===== src/rtl/data_mem_responder_if.sv =====
`default_nettype none
// ============================================================================
// Module   : data_mem_responder_if
// Purpose  : Core-to-data-memory bus: store strobe, address, store/load data.
// Revision : 1.0
// ============================================================================
interface data_mem_responder_if;
    logic        memwrite;
    logic [31:0] addr;
    logic [31:0] writedata;
    logic [31:0] readdata;

    modport master (output memwrite, output addr, output writedata, input readdata);
    modport slave  (input memwrite, input addr, input writedata, output readdata);
endinterface
`default_nettype wire


===== src/rtl/data_mem_responder.sv =====
`default_nettype none
// ============================================================================
// Module   : data_mem_responder
// Purpose  : Data RAM plus GPIO/cycle-counter/trace-status I/O page, with a
//            store-trace FIFO drained through a debug port.
// Revision : 1.0
// ============================================================================
module data_mem_responder #(
    parameter int RAM_AW   = 6,
    parameter int TRACE_AW = 3
) (
    input  wire logic                 clk,
    input  wire logic                 reset,
    data_mem_responder_if.slave       bus,
    input  wire logic [7:0]           gpio_in,
    output logic      [7:0]           gpio_out,
    input  wire logic                 dbg_pop,
    output logic                      dbg_valid,
    output logic      [31:0]          dbg_addr,
    output logic      [31:0]          dbg_data,
    output logic      [TRACE_AW:0]    dbg_count
);

    localparam int                DEPTH      = 2 ** TRACE_AW;
    localparam logic [TRACE_AW:0] FULL_COUNT = (TRACE_AW + 1)'(DEPTH);
    localparam logic [1:0]        IDX_GPO    = 2'd0;
    localparam logic [1:0]        IDX_GPI    = 2'd1;
    localparam logic [1:0]        IDX_CYCLE  = 2'd2;
    localparam logic [1:0]        IDX_STAT   = 2'd3;

    logic [31:0] ram_mem        [2 ** RAM_AW];
    logic [29:0] trace_addr_mem [DEPTH];
    logic [31:0] trace_data_mem [DEPTH];

    logic [7:0]          gpio_out_q, gpio_out_d;
    logic [7:0]          sync1_q, sync1_d;
    logic [7:0]          sync2_q, sync2_d;
    logic [31:0]         cycle_q, cycle_d;
    logic                overflow_q, overflow_d;
    logic [TRACE_AW-1:0] wr_ptr_q, wr_ptr_d;
    logic [TRACE_AW-1:0] rd_ptr_q, rd_ptr_d;
    logic [TRACE_AW:0]   count_q, count_d;

    logic              is_ram, is_io, store_io, push_req;
    logic              fifo_full, fifo_empty, do_push, do_pop, drop;
    logic [1:0]        io_idx;
    logic [RAM_AW-1:0] ram_idx;
    logic [31:0]       rdata;
    logic              unused_addr_bits;

    assign is_ram     = (bus.addr[31:16] == 16'h0000) &&
                        ((bus.addr[15:0] >> (RAM_AW + 2)) == 16'h0000);
    assign is_io      = (bus.addr[31:4] == 28'hFFF_FFFF);
    assign io_idx     = bus.addr[3:2];
    assign ram_idx    = bus.addr[RAM_AW+1:2];
    assign store_io   = bus.memwrite && is_io;
    assign push_req   = bus.memwrite && is_ram;
    assign fifo_full  = (count_q == FULL_COUNT);
    assign fifo_empty = (count_q == '0);
    assign do_pop     = dbg_pop && !fifo_empty;
    // A full FIFO still accepts a push when the same edge frees a slot.
    assign do_push    = push_req && (!fifo_full || do_pop);
    assign drop       = push_req && fifo_full && !do_pop;
    assign unused_addr_bits = ^bus.addr[1:0];

    always_comb begin
        gpio_out_d = gpio_out_q;
        sync1_d    = gpio_in;
        sync2_d    = sync1_q;
        cycle_d    = cycle_q + 32'd1;
        overflow_d = overflow_q;
        wr_ptr_d   = wr_ptr_q;
        rd_ptr_d   = rd_ptr_q;
        count_d    = count_q;

        if (store_io && io_idx == IDX_GPO)   gpio_out_d = bus.writedata[7:0];
        if (store_io && io_idx == IDX_CYCLE) cycle_d    = bus.writedata;

        // Set beats clear so a drop is never hidden by a concurrent clear.
        if (drop)                               overflow_d = 1'b1;
        else if (store_io && io_idx == IDX_STAT) overflow_d = 1'b0;

        if (do_push) wr_ptr_d = wr_ptr_q + TRACE_AW'(1);
        if (do_pop)  rd_ptr_d = rd_ptr_q + TRACE_AW'(1);

        unique case ({do_push, do_pop})
            2'b10:   count_d = count_q + (TRACE_AW + 1)'(1);
            2'b01:   count_d = count_q - (TRACE_AW + 1)'(1);
            default: count_d = count_q;
        endcase
    end

    always_ff @(posedge clk or posedge reset) begin
        if (reset) begin
            gpio_out_q <= '0;
            sync1_q    <= '0;
            sync2_q    <= '0;
            cycle_q    <= '0;
            overflow_q <= 1'b0;
            wr_ptr_q   <= '0;
            rd_ptr_q   <= '0;
            count_q    <= '0;
        end else begin
            gpio_out_q <= gpio_out_d;
            sync1_q    <= sync1_d;
            sync2_q    <= sync2_d;
            cycle_q    <= cycle_d;
            overflow_q <= overflow_d;
            wr_ptr_q   <= wr_ptr_d;
            rd_ptr_q   <= rd_ptr_d;
            count_q    <= count_d;
        end
    end

    // Storage arrays are not reset; writes are suppressed while reset is high.
    always_ff @(posedge clk) begin
        if (push_req && !reset) ram_mem[ram_idx] <= bus.writedata;
        if (do_push && !reset) begin
            trace_addr_mem[wr_ptr_q] <= bus.addr[31:2];
            trace_data_mem[wr_ptr_q] <= bus.writedata;
        end
    end

    always_comb begin
        rdata = '0;
        if (is_ram) begin
            rdata = ram_mem[ram_idx];
        end else if (is_io) begin
            unique case (io_idx)
                IDX_GPO:   rdata = {24'h0, gpio_out_q};
                IDX_GPI:   rdata = {24'h0, sync2_q};
                IDX_CYCLE: rdata = cycle_q;
                default:   rdata = {overflow_q, 23'h0, 8'(count_q)};
            endcase
        end
    end

    assign bus.readdata = rdata;
    assign gpio_out     = gpio_out_q;
    assign dbg_valid    = !fifo_empty;
    assign dbg_addr     = {trace_addr_mem[rd_ptr_q], 2'b00};
    assign dbg_data     = trace_data_mem[rd_ptr_q];
    assign dbg_count    = count_q;

endmodule
`default_nettype wire


===== src/flat_wrapper.sv =====
// flat-port wrapper written by rule: the top's interface ports become plain ports
module data_mem_responder_flat 
#(
    parameter int RAM_AW   = 6,
    parameter int TRACE_AW = 3
)
  (clk, reset, gpio_in, gpio_out, dbg_pop, dbg_valid, dbg_addr, dbg_data, dbg_count, bus_memwrite, bus_addr, bus_writedata, bus_readdata);
  data_mem_responder_if bus_i ();
  input  wire logic clk;
  input  wire logic reset;
  input  wire logic [7:0] gpio_in;
  output logic      [7:0] gpio_out;
  input  wire logic dbg_pop;
  output logic dbg_valid;
  output logic      [31:0] dbg_addr;
  output logic      [31:0] dbg_data;
  output logic      [TRACE_AW:0] dbg_count;
  input wire logic [$bits(bus_i.memwrite)-1:0] bus_memwrite;
  input wire logic [$bits(bus_i.addr)-1:0] bus_addr;
  input wire logic [$bits(bus_i.writedata)-1:0] bus_writedata;
  output wire logic [$bits(bus_i.readdata)-1:0] bus_readdata;
  assign bus_i.memwrite = bus_memwrite;
  assign bus_i.addr = bus_addr;
  assign bus_i.writedata = bus_writedata;
  assign bus_readdata = bus_i.readdata;
  data_mem_responder #(.RAM_AW(RAM_AW), .TRACE_AW(TRACE_AW)) u_core (.clk(clk), .reset(reset), .bus(bus_i), .gpio_in(gpio_in), .gpio_out(gpio_out), .dbg_pop(dbg_pop), .dbg_valid(dbg_valid), .dbg_addr(dbg_addr), .dbg_data(dbg_data), .dbg_count(dbg_count));
endmodule

===== config.mk =====
export PLATFORM = sky130hd
export DESIGN_NAME = data_mem_responder_flat
export DESIGN_NICKNAME = d
export VERILOG_FILES = /design/src/rtl/data_mem_responder_if.sv /design/src/rtl/data_mem_responder.sv /design/src/flat_wrapper.sv
export SDC_FILE = /design/constraint.sdc
export NUM_CORES = 2
export LEC_CHECK = 0
export BUFFER_PORTS_ARGS = -buffer_cell sky130_fd_sc_hd__buf_2
export CAP_MARGIN = 10
export CORE_MARGIN = 10
export CORE_UTILIZATION = 45
export CTS_CLUSTER_SIZE = 28
export DETAILED_ROUTE_END_ITERATION = 10
export PLACE_DENSITY_LB_ADDON = 0.15
export SETUP_SLACK_MARGIN = 0.02
export SYNTH_ARGS = -nofsm -noshare
export SYNTH_HDL_FRONTEND = slang
export SYNTH_SLANG_ARGS = --single-unit

===== constraint.sdc =====
create_clock -name clk -period 13.2 [get_ports clk]
set_clock_uncertainty 0.2 [all_clocks]
set_input_delay 1.32 -clock clk [delete_from_list [all_inputs] [get_ports clk]]
set_output_delay 1.32 -clock clk [all_outputs]
set_load 0.01 [all_outputs]

==> metrics.md <==
| Metric | Value |
|---|---|
| Max IR drop VDD | `0.142 mV` |
| Sequential cell area fraction in the yosys report | `0.774` |
| Post-synthesis mux area share | `0.156` |
| Seq cells post-synth | `2,611` |
| Post-synth EDFFs | `approximately 2,500` |
| Final ANT Viol Nets | `0` |
| Number of I/O pins | `185` |
| Mapped Cells | `4,666` |
| Final worst-path cycle share | `0.579` |
| Max-Cap Viols | `0` |
| Synth Area in XOR/XNOR | `0.00321` |
| Critical path origin | `bus_addr[2]` |
| Final setup viols | `0` |
| Pwr Density | `roughly 150 nW/um^2` |
| WHS | `between 0.1 and 0.15 ns` |
| Post-DP HPWL | `between 150,000 and 200,000 um` |
| Via count | `51,500` |
| Final WS setup | `~5.6 ns` |
| Yosys warns | `0` |
| Leakage Power | `36.3 nW` |
| Core Area | `around 220,000 um^2` |
| Worst Setup End Kind | `output port` |
| Clock power share | `0.432` |
| Synth async-reset ratio | `0.0257` |
| Max Fclk | `131 MHz` |
| Total track usage | `0.248` |
| CP Data Arrival Time | `6.13 ns` |
| Int Pwr | `between 10 and 15 mW` |
| Required time of the critical path | `around 12 ns` |
| Die width | `493 um` |
| Number of hold violations in the final report | `0` |
| Sw frac | `0.210` |
| Yosys cell types | `81` |
| Nets@finish | `5,145` |
| Cts repair resizes | `0` |
| FP Rows | `173` |
| Worst slew margin | `0.112` |
| Startpoint Class | `primary input` |
| # clock sinks | `around 2,600` |
| Largest family of logic cells by synthesized area | `multiplexers` |
| Cts bufs inserted | `285` |
| Sequential Power Share | `0.527` |
| Post-layout util | `0.516` |
| Hold_buf cts | `0` |
| Clock tree buffer depth | `4` |
| Psw | `about 3.6 mW` |
| Max H-tree Level | `5` |
| DP Worst Slack | `5.48 ns` |
| WHS Endpoint | `u_core.sync2_q[6]` |
| Initial antenna violation count | `17` |
| Overall Power | `17.3 mW` |
| Setup bufs post-CTS | `0` |
| Main flop type after synthesis | `edfxtp_1` |
| Pre-Repair DR Iteration Count | `6` |
| RePlAce Congestion | `around 0.9` |
| Finished Cell Area | `around 110,000 um^2` |
| Root Buffer | `clkbuf_16` |
| Adder-Cell Fraction of Synth Area | `0.000496` |
| Die ar. | `243,000 um^2` |
| Worst r2r dst | `u_core.trace_data_mem[4][24]` |
| Area after DPL | `106,000 um^2` |
| Worst skew pair latency | `around 0.92 ns` |
| Launch point of the worst reg-to-reg path | `u_core.dbg_count[0]` |
| Clk slew on worst S/H paths | `0.06 ns` |
| Slew @ Worst Pin | `1.33 ns` |
| # fillers | `17,700` |
| Vert. Die Dim | `493 um` |
| Status | `finished clean` |
| Synth Area in Simple Gates | `0.0238` |
| Final Slew Violations | `0` |
| Drt wl/cell | `around 37 um` |
| Largest net degree at the start of global routing | `about 110` |
| Mean Syn Cell Area | `21.6 um^2` |
| Fin crit period | `7.65 ns` |
| CP Max Fanout | `50` |
| Hold Crit Class | `flop to flop` |
| RSZ-0062 raised after global routing | `no` |
| Via density | `6.25` |
| Placed instance count | `around 7,800` |
| Area Overhead vs Synth | `13.8%` |
| Layout cells sized above 1 | `0.281` |
| Drt drc | `0` |
| Logic pwr share | `0.041` |
| Hold Path Cell Cnt | `0` |
| Mapped Area | `101,000 um^2` |
| First-pass GRT wire length | `422,000 um` |
| GRT overflow | `0` |
| Critical path class | `primary input to output port` |
| Number of global-route vias before repair | `51,100` |
| Post-synthesis compound-gate area fraction | `0.0276` |
| Worst reg-to-reg setup slack | `9.62 ns` |
| Finished Layout Cells | `8,243` |
| Initial core utilization | `0.453` |
| CTS tree | `yes` |
| R2R cell count | `5` |
| Routed wire length | `308,000 um` |
| Port Buf Inserts | `180` |
| Hold Crit Start | `u_core.sync1_q[6]` |
| Fin Setup TNS | `0 ns` |
| Initial drt markers | `7,004` |
[registers in the layout (all words and copies together) (netlist names)]
name                   count
u_core.ram_mem          2048
u_core.trace_addr_mem    240
u_core.overflow_q          1
u_core.wr_ptr_q            3
u_core.gpio_out            8
u_core.cycle_q            32
u_core.dbg_count           4
u_core.sync1_q             8
u_core.trace_data_mem    256
u_core.rd_ptr_q            3
u_core.sync2_q             8
[power groups by stage]
stage          logic (mW)  clock network [mW]  registers (mW)
4_1_cts             0.706                7.56            9.10
5_1_grt             0.731                7.87            9.09
2_1_floorplan       0.329                   0            9.27
6_report            0.710                7.44            9.10
3_5_place_dp        0.705                   0            9.27
3_3_place_gp        0.695                   0            9.27
[cell usage after synthesis, drive strengths merged (4+ instances only)]
cell        n  share of area
o21ai      51         0.0025
inv         8        0.00030
o211ai      8        0.00060
nor4       27         0.0019
a22oi      67         0.0050
or4         7        0.00052
a31oi       9        0.00056
o2111ai     5        0.00043
mux2i     188          0.019
o32ai       5        0.00043
edfxtp   2544           0.76
dfrtp      67          0.017
a21oi      89         0.0044
ha          4        0.00050
nand3      37         0.0018
clkbuf     88         0.0033
nor2b      20         0.0012
mux2       98          0.011
and3       18         0.0011
nor3b       6        0.00045
nor3       31         0.0015
or2         8        0.00050
nor2      154         0.0057
a2111oi     4        0.00036
buf       170          0.011
a22o       21         0.0018
xor2       22         0.0019
a221o       5        0.00050
nand2b     14        0.00087
o22ai      63         0.0039
mux4      565           0.13
nand4b      4        0.00035
o31ai       8        0.00060
o221ai     19         0.0017
xnor2      15         0.0013
a221oi     12         0.0012
nand4      35         0.0022
a211oi     22         0.0016
nand2     103         0.0039
[kinds of logic (layout without fill, tap and decap cells)]
kind of cell	count (synthesis)	after routing
flops	2611	2611
fa+ha+maj	4	4
mux	851	851
xor+xnor	37	37
buf+inv	267	859
compound gates	409	409
other cells	1	11
simple gates	486	486
[metal layers]
metal  vias up  global-route usage  share of wire
met3       552              0.0504          0.089
met4         0               0.101          0.048
li1      20500                   -              -
met5         -                   0              0
met1     27800               0.343           0.40
met2      2688               0.386           0.47
[layout by cell type, fill, tap and decap left out, types with 10 or more instances in the layout]
cell / instances
bufinv_16: 13
buf_2: 175
nand3_1: 37
nor2_4: 72
nand4_1: 35
o21ai_0: 50
xnor2_1: 15
nand2b_1: 14
mux4_1: 10
clkbuf_1: 74
mux2_2: 89
mux4_2: 555
o22ai_1: 63
xor2_1: 22
clkbuf_16: 291
buf_4: 183
a211oi_1: 22
o221ai_1: 19
clkinv_2: 36
dfrtp_1: 64
and3_1: 18
edfxtp_1: 2544
a21oi_1: 89
nor3_1: 28
a22oi_1: 67
a22o_1: 21
nor2b_1: 18
mux2i_1: 188
nor2_1: 82
nand2_1: 102
nor4_1: 25
clkinv_1: 54
[layout make-up]
class | count | area [um^2] | area share
flip-flops and latches | 2611 | 78100 | 0.680
multi-input cells | 1789 | 21900 | 0.191
clock buffers | 373 | 7670 | 0.0668
well taps | 2975 | 3720 | 0.0324
repair buffers | 369 | 2450 | 0.0213
clock inverters | 108 | 818 | 0.00713
inverters | 9 | 40.0 | 0.000349
diodes | 9 | 22.5 | 0.000196
[worst max-delay path by stage]
stage                                   to  slack, ns  depth (start not counted)
4_1_cts                   bus_readdata[25]       5.47                         10
6_report                  bus_readdata[25]       5.55                         10
2_1_floorplan  u_core.trace_addr_mem[0][0]       5.73                          6
5_1_grt                   bus_readdata[27]       5.42                         10
3_3_place_gp              bus_readdata[25]       5.47                         10
3_5_place_dp              bus_readdata[25]       5.48                         10
[worst max-delay path, stage by stage]
cell and delay, ns:
buf_8 0.39, buf_4 0.60, buf_4 0.62, mux4_1 0.63, a22o_1 0.25, a221oi_1 0.83, o22ai_1 0.19, nor4_1 0.45
o21ai_0 0.44, buf_2 0.29
(Power assumes the default switching activity.)
